`config.mk`:
```
export PLATFORM = sky130hd
export DESIGN_NAME = vga_out_stage_flat
export DESIGN_NICKNAME = d
export VERILOG_FILES = /design/src/rtl/vga_out_stage_if.sv /design/src/rtl/vga_out_stage.sv /design/src/flat_wrapper.sv
export SDC_FILE = /design/constraint.sdc
export NUM_CORES = 1
export LEC_CHECK = 0
export CORE_ASPECT_RATIO = 0.7
export CORE_MARGIN = 1.5
export CORE_UTILIZATION = 30
export DETAILED_ROUTE_END_ITERATION = 8
export PLACE_DENSITY = 0.52
export SLEW_MARGIN = 15
export SYNTH_ARGS = -nofsm -noshare
export SYNTH_HDL_FRONTEND = slang
export SYNTH_SLANG_ARGS = --single-unit
export TNS_END_PERCENT = 100
```
`constraint.sdc`:
```
create_clock -name clk -period 6.1 [get_ports clk]
set_input_delay 0.915 -clock clk [delete_from_list [all_inputs] [get_ports clk]]
set_output_delay 0.915 -clock clk [all_outputs]
set_load 0.01 [all_outputs]
```
`src/rtl/vga_out_stage_if.sv`:
```
// vga_out_stage_if: colour-in / coordinate-out / pin-out bundle of the VGA output stage.
interface vga_out_stage_if;
    logic       red_in, green_in, blue_in;
    logic [9:0] pix_x, pix_y;
    logic       pix_valid, frame_start;
    logic       hsync, vsync, vga_r, vga_g, vga_b;
    modport master (
        input  red_in, green_in, blue_in,
        output pix_x, pix_y, pix_valid, frame_start, hsync, vsync, vga_r, vga_g, vga_b
    );
    modport slave (
        output red_in, green_in, blue_in,
        input  pix_x, pix_y, pix_valid, frame_start, hsync, vsync, vga_r, vga_g, vga_b
    );
endinterface

```
`src/rtl/vga_out_stage.sv`:
```
// vga_out_stage: 640x480 raster timing plus registered sync/colour pins, one pixel behind the published coordinate.
module vga_out_stage #(
    parameter int H_ACTIVE = 640,
    parameter int H_FP     = 16,
    parameter int H_SYNC   = 96,
    parameter int H_BP     = 48,
    parameter int V_ACTIVE = 480,
    parameter int V_FP     = 10,
    parameter int V_SYNC   = 2,
    parameter int V_BP     = 33,
    parameter int CLK_DIV  = 2
) (
    input logic clk,
    input logic rst,
    vga_out_stage_if.master vif
);
    localparam int H_TOTAL = H_ACTIVE + H_FP + H_SYNC + H_BP;
    localparam int V_TOTAL = V_ACTIVE + V_FP + V_SYNC + V_BP;
    localparam int DW      = CLK_DIV > 1 ? $clog2(CLK_DIV) : 1;
    logic [DW-1:0] div;
    logic [9:0]    h_cnt, v_cnt;
    logic          pix_ce, h_last, v_last, active, h_sync_on, v_sync_on;
    assign pix_ce    = div == DW'(CLK_DIV - 1);
    assign h_last    = h_cnt == 10'(H_TOTAL - 1);
    assign v_last    = v_cnt == 10'(V_TOTAL - 1);
    assign active    = (h_cnt < 10'(H_ACTIVE)) && (v_cnt < 10'(V_ACTIVE));
    assign h_sync_on = (h_cnt >= 10'(H_ACTIVE + H_FP)) && (h_cnt < 10'(H_ACTIVE + H_FP + H_SYNC));
    assign v_sync_on = (v_cnt >= 10'(V_ACTIVE + V_FP)) && (v_cnt < 10'(V_ACTIVE + V_FP + V_SYNC));
    assign vif.pix_x       = h_cnt;
    assign vif.pix_y       = v_cnt;
    assign vif.pix_valid   = active;
    assign vif.frame_start = pix_ce && h_cnt == 10'd0 && v_cnt == 10'd0;
    always_ff @(posedge clk or posedge rst) begin
        if (rst) begin
            div       <= '0;
            h_cnt     <= '0;
            v_cnt     <= '0;
            vif.hsync <= 1'b1;
            vif.vsync <= 1'b1;
            vif.vga_r <= 1'b0;
            vif.vga_g <= 1'b0;
            vif.vga_b <= 1'b0;
        end else begin
            div <= pix_ce ? '0 : div + 1'b1;
            // pins latch the pixel the counters point at, so they trail the coordinate by one pixel
            if (pix_ce) begin
                h_cnt     <= h_last ? '0 : h_cnt + 10'd1;
                v_cnt     <= h_last ? (v_last ? '0 : v_cnt + 10'd1) : v_cnt;
                vif.hsync <= ~h_sync_on;
                vif.vsync <= ~v_sync_on;
                vif.vga_r <= active & vif.red_in;
                vif.vga_g <= active & vif.green_in;
                vif.vga_b <= active & vif.blue_in;
            end
        end
    end
endmodule
```
`src/flat_wrapper.sv`:
```
// flat-port wrapper written by rule: the top's interface ports become plain ports
module vga_out_stage_flat 
#(
    parameter int H_ACTIVE = 640,
    parameter int H_FP     = 16,
    parameter int H_SYNC   = 96,
    parameter int H_BP     = 48,
    parameter int V_ACTIVE = 480,
    parameter int V_FP     = 10,
    parameter int V_SYNC   = 2,
    parameter int V_BP     = 33,
    parameter int CLK_DIV  = 2
)
  (clk, rst, vif_red_in, vif_green_in, vif_blue_in, vif_pix_x, vif_pix_y, vif_pix_valid, vif_frame_start, vif_hsync, vif_vsync, vif_vga_r, vif_vga_g, vif_vga_b);
  vga_out_stage_if vif_i ();
  input logic clk;
  input logic rst;
  input wire logic [$bits(vif_i.red_in)-1:0] vif_red_in;
  input wire logic [$bits(vif_i.green_in)-1:0] vif_green_in;
  input wire logic [$bits(vif_i.blue_in)-1:0] vif_blue_in;
  output wire logic [$bits(vif_i.pix_x)-1:0] vif_pix_x;
  output wire logic [$bits(vif_i.pix_y)-1:0] vif_pix_y;
  output wire logic [$bits(vif_i.pix_valid)-1:0] vif_pix_valid;
  output wire logic [$bits(vif_i.frame_start)-1:0] vif_frame_start;
  output wire logic [$bits(vif_i.hsync)-1:0] vif_hsync;
  output wire logic [$bits(vif_i.vsync)-1:0] vif_vsync;
  output wire logic [$bits(vif_i.vga_r)-1:0] vif_vga_r;
  output wire logic [$bits(vif_i.vga_g)-1:0] vif_vga_g;
  output wire logic [$bits(vif_i.vga_b)-1:0] vif_vga_b;
  assign vif_i.red_in = vif_red_in;
  assign vif_i.green_in = vif_green_in;
  assign vif_i.blue_in = vif_blue_in;
  assign vif_pix_x = vif_i.pix_x;
  assign vif_pix_y = vif_i.pix_y;
  assign vif_pix_valid = vif_i.pix_valid;
  assign vif_frame_start = vif_i.frame_start;
  assign vif_hsync = vif_i.hsync;
  assign vif_vsync = vif_i.vsync;
  assign vif_vga_r = vif_i.vga_r;
  assign vif_vga_g = vif_i.vga_g;
  assign vif_vga_b = vif_i.vga_b;
  vga_out_stage #(.H_ACTIVE(H_ACTIVE), .H_FP(H_FP), .H_SYNC(H_SYNC), .H_BP(H_BP), .V_ACTIVE(V_ACTIVE), .V_FP(V_FP), .V_SYNC(V_SYNC), .V_BP(V_BP), .CLK_DIV(CLK_DIV)) u_core (.clk(clk), .rst(rst), .vif(vif_i));
endmodule
```
==> out/results.tsv, run 1 <==
metric	value	unit
rsz_0062_raised_after_global_routing	false	
cts-htree-levels	1	
final.period_utilization	0.530	
grt_pass1_wl	5390	um
die_w	83.5	um
cp_cell_sequence	inv_1 > nor4b_1 > nand4_1 > nor3_1 > clkdlybuf4s50_1	
ys_dominant_reg_cell	sky130_fd_sc_hd__dfrtp_1	
drt-total-wl	3170	um
worst_r2r_endpoint	u_core.vif.pix_y[9]	
cp_slowest_stage_delay	0.60	ns
placed_cells	221	
critical_path.top_delay_family	buffers and inverters	
cts_max_path_buffers	2	
numClockSinks	26	
timing.critical_path.fanout_max	14	
path_clk_slew	0.08	ns
seq_area_frac_synth	0.480	
die-area	4960	sq um
dr.first_iter.drc_count	68	
place_congestion	0.826	
post-cts-setup-buffer-count	0	
post_route_drc	0	
hold_class	reg2reg	
power_report.internal_total	0.000224	W
worstHoldPathCells	2	
dr.pass1.iters	4	
max_slew_margin	0.325	
final_core_area_utilization	0.399	
cts_inserted_buffers	3	
timing.critical_path.from	u_core.div	
final_common_cell	sky130_fd_sc_hd__clkdlybuf4s50_1	
netlist_area	1360	sq um
number_of_global_route_vias_before_repair	1097	
detailed_place_hpwl	2280	um
synth_cell_type_count	37	
power.share.combinational	0.033	
synthesized_net_count	150	
critical_path.slowest_cell	sky130_fd_sc_hd__dfrtp_1	
grt_antenna_before_repair	0	
worstSkewPairLatency	0.27	ns
total_switching_power	0.0000601	W
stdcell_area	1740	sq um
syn-instance-count	141	
tritoncts	built	
final_setup_fails	0	
post_drt_via_cell_ratio	5.02	
timing.critical_path.to_type	primary output	
floorplan.rows	20	
reg_power_frac	0.611	
final.fill_count	439	
critPathRequiredTime	5.18	ns
post_cts_resized	0	
synth.ff_latch_count	26	
antenna_diode_instance_count	0	
r2r.worst_path.cells	4	
vdd.ir_drop.worst	0.151	mV
ant_nets	0	
buf_inv_stages_crit_path	2	
finalHoldViolations	0	
syn2layout_area_growth	27.8	%
outcome	completed	
layout.cells.most_common_list	sky130_fd_sc_hd__clkdlybuf4s50_1 (31), sky130_fd_sc_hd__dfrtp_1 (24), sky130_fd_sc_hd__nand2_1 (14), sky130_fd_sc_hd__nand3_1 (13), sky130_fd_sc_hd__nor2_1 (11)	
initial_core_util	0.313	
synth_edf_count	0	
drv_slew	0	
cap_viol_max_count	0	
shortest_period_the_worst_path_allows	3.23	ns
post_route_cells_drive_above_1_share	0.0471	
syn-mean-instance-area	9.65	sq um
core-area	4350	sq um
vias	1129	
tightestPinTransition	1.01	ns
clock_power_share	0.356	
max_freq	309	MHz
critPathArrivalTime	2.32	ns
synth_warnings	0	
switching_share	0.211	
worst-setup-path-type	reg2out	
maximum_number_of_pins_on_one_net_before_global_route_repair	27	
globalRoute.totalOverflow	0	
pin_count	32	
dieHeight	59.4	um
cp.depth	5	
power.density_cell_area	164	nW/um^2
timing.rr.start	u_core.div	
num-nets-final	180	
standard_cell_area_after_detailed_placement	1690	sq um
setup.worst_path.end	vif_frame_start	
start_kind	flop	
skew	0.00723	ns
wire_per_inst	14.1	um
setup-tns-final	0	ns
asyncSetResetFlopFracSynth	1.00	
power_leakage	0.725	nW
root_cell_of_the_clock_tree	sky130_fd_sc_hd__clkbuf_8	
final_cell_count_no_fill	225	
grt.total_usage	0.139	
worst-r2r-setup-slack	3.91	ns
hold_buffers	0	
place.port_buffers	31	
[per-stage QoR]
| stage | hold WS (ns) | total power, W | worst slack, ns |
|---|---|---|---|
| 3_3_place_gp | 0.488 | 0.000187 | 3.22 |
| 6_report | 0.493 | 0.000285 | 2.87 |
| 2_1_floorplan | 0.491 | 0.000181 | 3.90 |
| 5_1_grt | 0.533 | 0.000298 | 2.73 |
| 4_1_cts | 0.500 | 0.000290 | 2.85 |
| 3_5_place_dp | 0.482 | 0.000187 | 3.17 |
[synthesized netlist by cell type (2+ instances only)]
library cell	n	area [sq um]
sky130_fd_sc_hd__dfrtp_1	24	601
sky130_fd_sc_hd__nand2_1	14	52.6
sky130_fd_sc_hd__nand3_1	13	65.1
sky130_fd_sc_hd__nor2_1	11	41.3
sky130_fd_sc_hd__inv_1	7	26.3
sky130_fd_sc_hd__o21ai_0	7	35.0
sky130_fd_sc_hd__nand4_1	6	37.5
sky130_fd_sc_hd__nor3_1	6	30.0
sky130_fd_sc_hd__xnor2_1	5	43.8
sky130_fd_sc_hd__xor2_1	5	43.8
sky130_fd_sc_hd__and3_1	4	25.0
sky130_fd_sc_hd__ha_1	4	50.1
sky130_fd_sc_hd__a21oi_1	3	15.0
sky130_fd_sc_hd__o2bb2ai_1	3	26.3
sky130_fd_sc_hd__buf_4	2	15.0
sky130_fd_sc_hd__buf_6	2	22.5
sky130_fd_sc_hd__dfstp_2	2	52.6
sky130_fd_sc_hd__nor2b_1	2	12.5
sky130_fd_sc_hd__nor4b_1	2	17.5
sky130_fd_sc_hd__or3_1	2	12.5
[state kept, by name (all words and copies together), names as in the netlist]
signal            count
u_core.div            1
u_core.vif.vsync      1
u_core.vif.vga_r      1
u_core.vif.hsync      1
u_core.vif.pix_y     10
u_core.vif.vga_g      1
u_core.vif.vga_b      1
u_core.vif.pix_x     10
[power by group through the flow]
| stage | Sequential, W | Clock, W | Combinational [W] |
|---|---|---|---|
| floorplan | 0.000178 | 0 | 0.00000344 |
| global placement | 0.000177 | 0 | 0.00000998 |
| detailed placement | 0.000177 | 0 | 0.00000988 |
| CTS | 0.000174 | 0.000106 | 0.00000993 |
| global route | 0.000174 | 0.000113 | 0.0000108 |
| finish | 0.000174 | 0.000101 | 0.00000945 |
[worst min path at each step]
stage                startpoint                to  slack, ns
2_1_floorplan  u_core.vif.hsync  u_core.vif.hsync       0.49
3_3_place_gp   u_core.vif.hsync  u_core.vif.hsync       0.49
3_5_place_dp   u_core.vif.vga_b  u_core.vif.vga_b       0.48
4_1_cts        u_core.vif.hsync  u_core.vif.hsync       0.50
5_1_grt        u_core.vif.vga_b  u_core.vif.vga_b       0.53
6_report       u_core.vif.hsync  u_core.vif.hsync       0.49
[metal layers]
layer  routed length [um]  track usage
met5                    0            0
met2                 1310        0.210
met3                  144       0.0418
met4                   18       0.0211
met1                 1710        0.203
[cell type report]
cell class / instances / area [sq um] / share of cell area
flip-flops and latches: 26 / 653 / 0.376
multi-input cells: 102 / 636 / 0.365
repair buffers: 31 / 310 / 0.178
well taps: 55 / 68.8 / 0.0396
clock buffers: 4 / 45.0 / 0.0259
inverters: 7 / 26.3 / 0.0151
[logic make-up after synthesis]
family,synth area share
compound gates,0.0919
simple gates,0.266
fa+ha+maj,0.0368
xor+xnor,0.0643
buf+inv,0.0533
flops,0.480
mux,0.00827
[worst reg2reg max path: cells and delay by family (launching register included)]
kind | cells | cell delay, ns
and+or+nand+nor | 3 | 1.38
DFF | 1 | 0.60
AOI/OAI and AO/OA | 1 | 0.15
(Power assumes the default switching activity.)
==> run 2, diff against run 1 <==
- clock period: 6.1 -> 3.36 ns (I/O delays scaled with it)
==> results of run 2 <==
The final DEF is identical to that of run 1. Status: completed.
Main changes from that run: setup slack after placement 3.17 ns -> 0.837 ns; setup slack after layout 2.87 ns -> 0.537 ns; register-to-register setup slack 3.91 ns -> 1.17 ns; total power 0.000285 W -> 0.000517 W; worst IR drop on VDD 0.151 mV -> 0.274 mV
==> run 3, diff against run 2 <==
- clock period: 3.36 -> 2.65 ns (I/O delays scaled with it)
==> out/results.tsv, run 3 (synthesis gave the netlist of run 1 again) <==
metric	value	unit	change
drv_slew	0		unchanged
final_common_cell	sky130_fd_sc_hd__clkdlybuf4s50_1		unchanged
buf_inv_stages_crit_path	2		unchanged
dieHeight	59.4	um	unchanged
place_congestion	0.834		was 0.826
cp.depth	5		unchanged
grt_pass1_wl	5560	um	was 5390 um
cts_inserted_buffers	3		unchanged
cts_max_path_buffers	2		unchanged
power.density_cell_area	370	nW/um^2	was 297 nW/um^2
shortest_period_the_worst_path_allows	2.30	ns	
grt.total_usage	0.145		was 0.139
die-area	4960	sq um	unchanged
finalHoldViolations	0		unchanged
critPathRequiredTime	2.25	ns	was 2.86 ns
tritoncts	built		unchanged
grt_antenna_before_repair	0		unchanged
core-area	4350	sq um	unchanged
rsz_0062_raised_after_global_routing	false		unchanged
setup-tns-final	0	ns	unchanged
path_clk_slew	0.09	ns	was 0.08 ns
number_of_global_route_vias_before_repair	1101		was 1,097
critPathArrivalTime	1.90	ns	was 2.32 ns
vdd.ir_drop.worst	0.223	mV	was 0.274 mV
dr.first_iter.drc_count	94		was 68
cap_viol_max_count	0		unchanged
post_drt_via_cell_ratio	5.07		was 5.02
critical_path.slowest_cell	sky130_fd_sc_hd__clkdlybuf4s50_1		was sky130_fd_sc_hd__dfrtp_1
syn2layout_area_growth	30.8	%	was 27.8%
r2r.worst_path.cells	5		was 4
final.period_utilization	0.866		
post_cts_resized	0		unchanged
post_route_cells_drive_above_1_share	0.0805		was 0.0471
fin_worst_hold_slack	0.477	ns	was 0.493 ns
final_setup_fails	0		unchanged
floorplan.rows	20		unchanged
placed_cells	225		was 221
place.port_buffers	31		unchanged
maximum_number_of_pins_on_one_net_before_global_route_repair	27		unchanged
outcome	completed		unchanged
cts-htree-levels	1		unchanged
skew	0.00594	ns	was 0.00723 ns
worst_r2r_endpoint	u_core.vif.pix_y[9]		unchanged
cp_cell_sequence	and3_1 > nand2_1 > nand3b_1 > inv_1 > clkdlybuf4s50_1		was inv_1 > nor4b_1 > nand4_1 > nor3_1 > clkdlybuf4s50_1
timing.critical_path.from	u_core.vif.pix_y[5]		was u_core.div
max_slew_margin	0.767		was 0.325
max_freq	436	MHz	
tightestPinTransition	0.350	ns	was 1.01 ns
hold_buffers	0		unchanged
layout.cells.most_common_list	sky130_fd_sc_hd__clkdlybuf4s50_1 (30), sky130_fd_sc_hd__dfrtp_1 (24), sky130_fd_sc_hd__nand2_1 (14), sky130_fd_sc_hd__nand3_1 (13), sky130_fd_sc_hd__nor2_1 (11)		was sky130_fd_sc_hd__clkdlybuf4s50_1 (31), sky130_fd_sc_hd__dfrtp_1 (24), sky130_fd_sc_hd__nand2_1 (14), sky130_fd_sc_hd__nand3_1 (13), sky130_fd_sc_hd__nor2_1 (11)
dr.pass1.iters	4		unchanged
detailed_place_hpwl	2400	um	was 2280 um
drt-total-wl	3380	um	was 3170 um
initial_core_util	0.313		unchanged
start_kind	flop		unchanged
wire_per_inst	14.7	um	was 14.1 um
worst-r2r-setup-slack	0.50	ns	was 1.17 ns
final.fill_count	445		was 439
power_leakage	0.766	nW	was 0.725 nW
numClockSinks	26		unchanged
ant_nets	0		unchanged
die_w	83.5	um	unchanged
vias	1160		was 1,129
final_cell_count_no_fill	229		was 225
cp_slowest_stage_delay	0.53	ns	was 0.60 ns
pin_count	32		unchanged
post-cts-setup-buffer-count	0		unchanged
globalRoute.totalOverflow	0		unchanged
hold_class	in2async		was reg2reg
worstSkewPairLatency	0.27	ns	about the same
timing.critical_path.to_type	primary output		unchanged
p_total	0.000658	W	was 0.000517 W
num-nets-final	184		was 180
setup.worst_path.end	vif_pix_valid		was vif_frame_start
antenna_diode_instance_count	0		unchanged
worst-setup-path-type	reg2out		unchanged
timing.rr.start	u_core.vif.pix_x[0]		was u_core.div
post_route_drc	0		unchanged
root_cell_of_the_clock_tree	sky130_fd_sc_hd__clkbuf_8		unchanged
critical_path.top_delay_family	buffers and inverters		unchanged
timing.critical_path.fanout_max	6		was 14
[run 3: cell types whose count changed in the layout (fill, tap and decap cells not counted), sizes merged]
cell	previous run	this run
buf	0	4
clkdlybuf4s50	31	30
dlymetal6s2s	0	1
[run 3: metal layers]
metal  up-vias  global-route usage  share of wire
li1        561                   -              -
met1       559               0.209           0.49
met2        36               0.214           0.46
met3         4              0.0376          0.049
met4         0              0.0515         0.0083
met5         -                   0              0
[run 3: per-stage QoR]
step	util	instance area (sq um)	setup slack, ns
6_report	0.409	1780	0.354
5_1_grt	0.409	1780	0.195
4_1_cts	0.406	1770	0.0631
3_5_place_dp	0.396	1720	0.367
3_3_place_gp	0.396	1720	0.397
2_1_floorplan	-	1360	0.646
[run 3: worst min-delay path by stage]
stage                          endpoint              from  depth (start not counted)
global placement       u_core.vif.vga_r  u_core.vif.vga_r                          1
CTS                 u_core.vif.pix_y[8]               rst                          3
floorplan                    u_core.div               rst                          1
global route        u_core.vif.pix_y[4]               rst                          3
finish                 u_core.vif.vga_b               rst                          3
detailed placement     u_core.vif.vga_b  u_core.vif.vga_b                          1
[run 3: power by group]
group	total [W]	switching (W)	internal (W)
Clock	0.000235	0.000127	0.000108
Sequential	0.000400	0.00000145	0.000399
Combinational	0.0000233	0.0000121	0.0000112
Total	0.000658	0.000141	0.000518
[run 3: cell type report]
type | instances | area (sq um) | area share
flip-flops and latches | 26 | 653 | 0.367
multi-input cells | 102 | 644 | 0.362
repair buffers | 35 | 343 | 0.193
well taps | 55 | 68.8 | 0.0387
clock buffers | 4 | 45.0 | 0.0253
inverters | 7 | 26.3 | 0.0148
[run 3: worst min-delay path, cell delays in order]
cell and delay, ns:
sky130_fd_sc_hd__clkdlybuf4s50_1 0.39, sky130_fd_sc_hd__inv_1 0.05, sky130_fd_sc_hd__buf_4 0.32
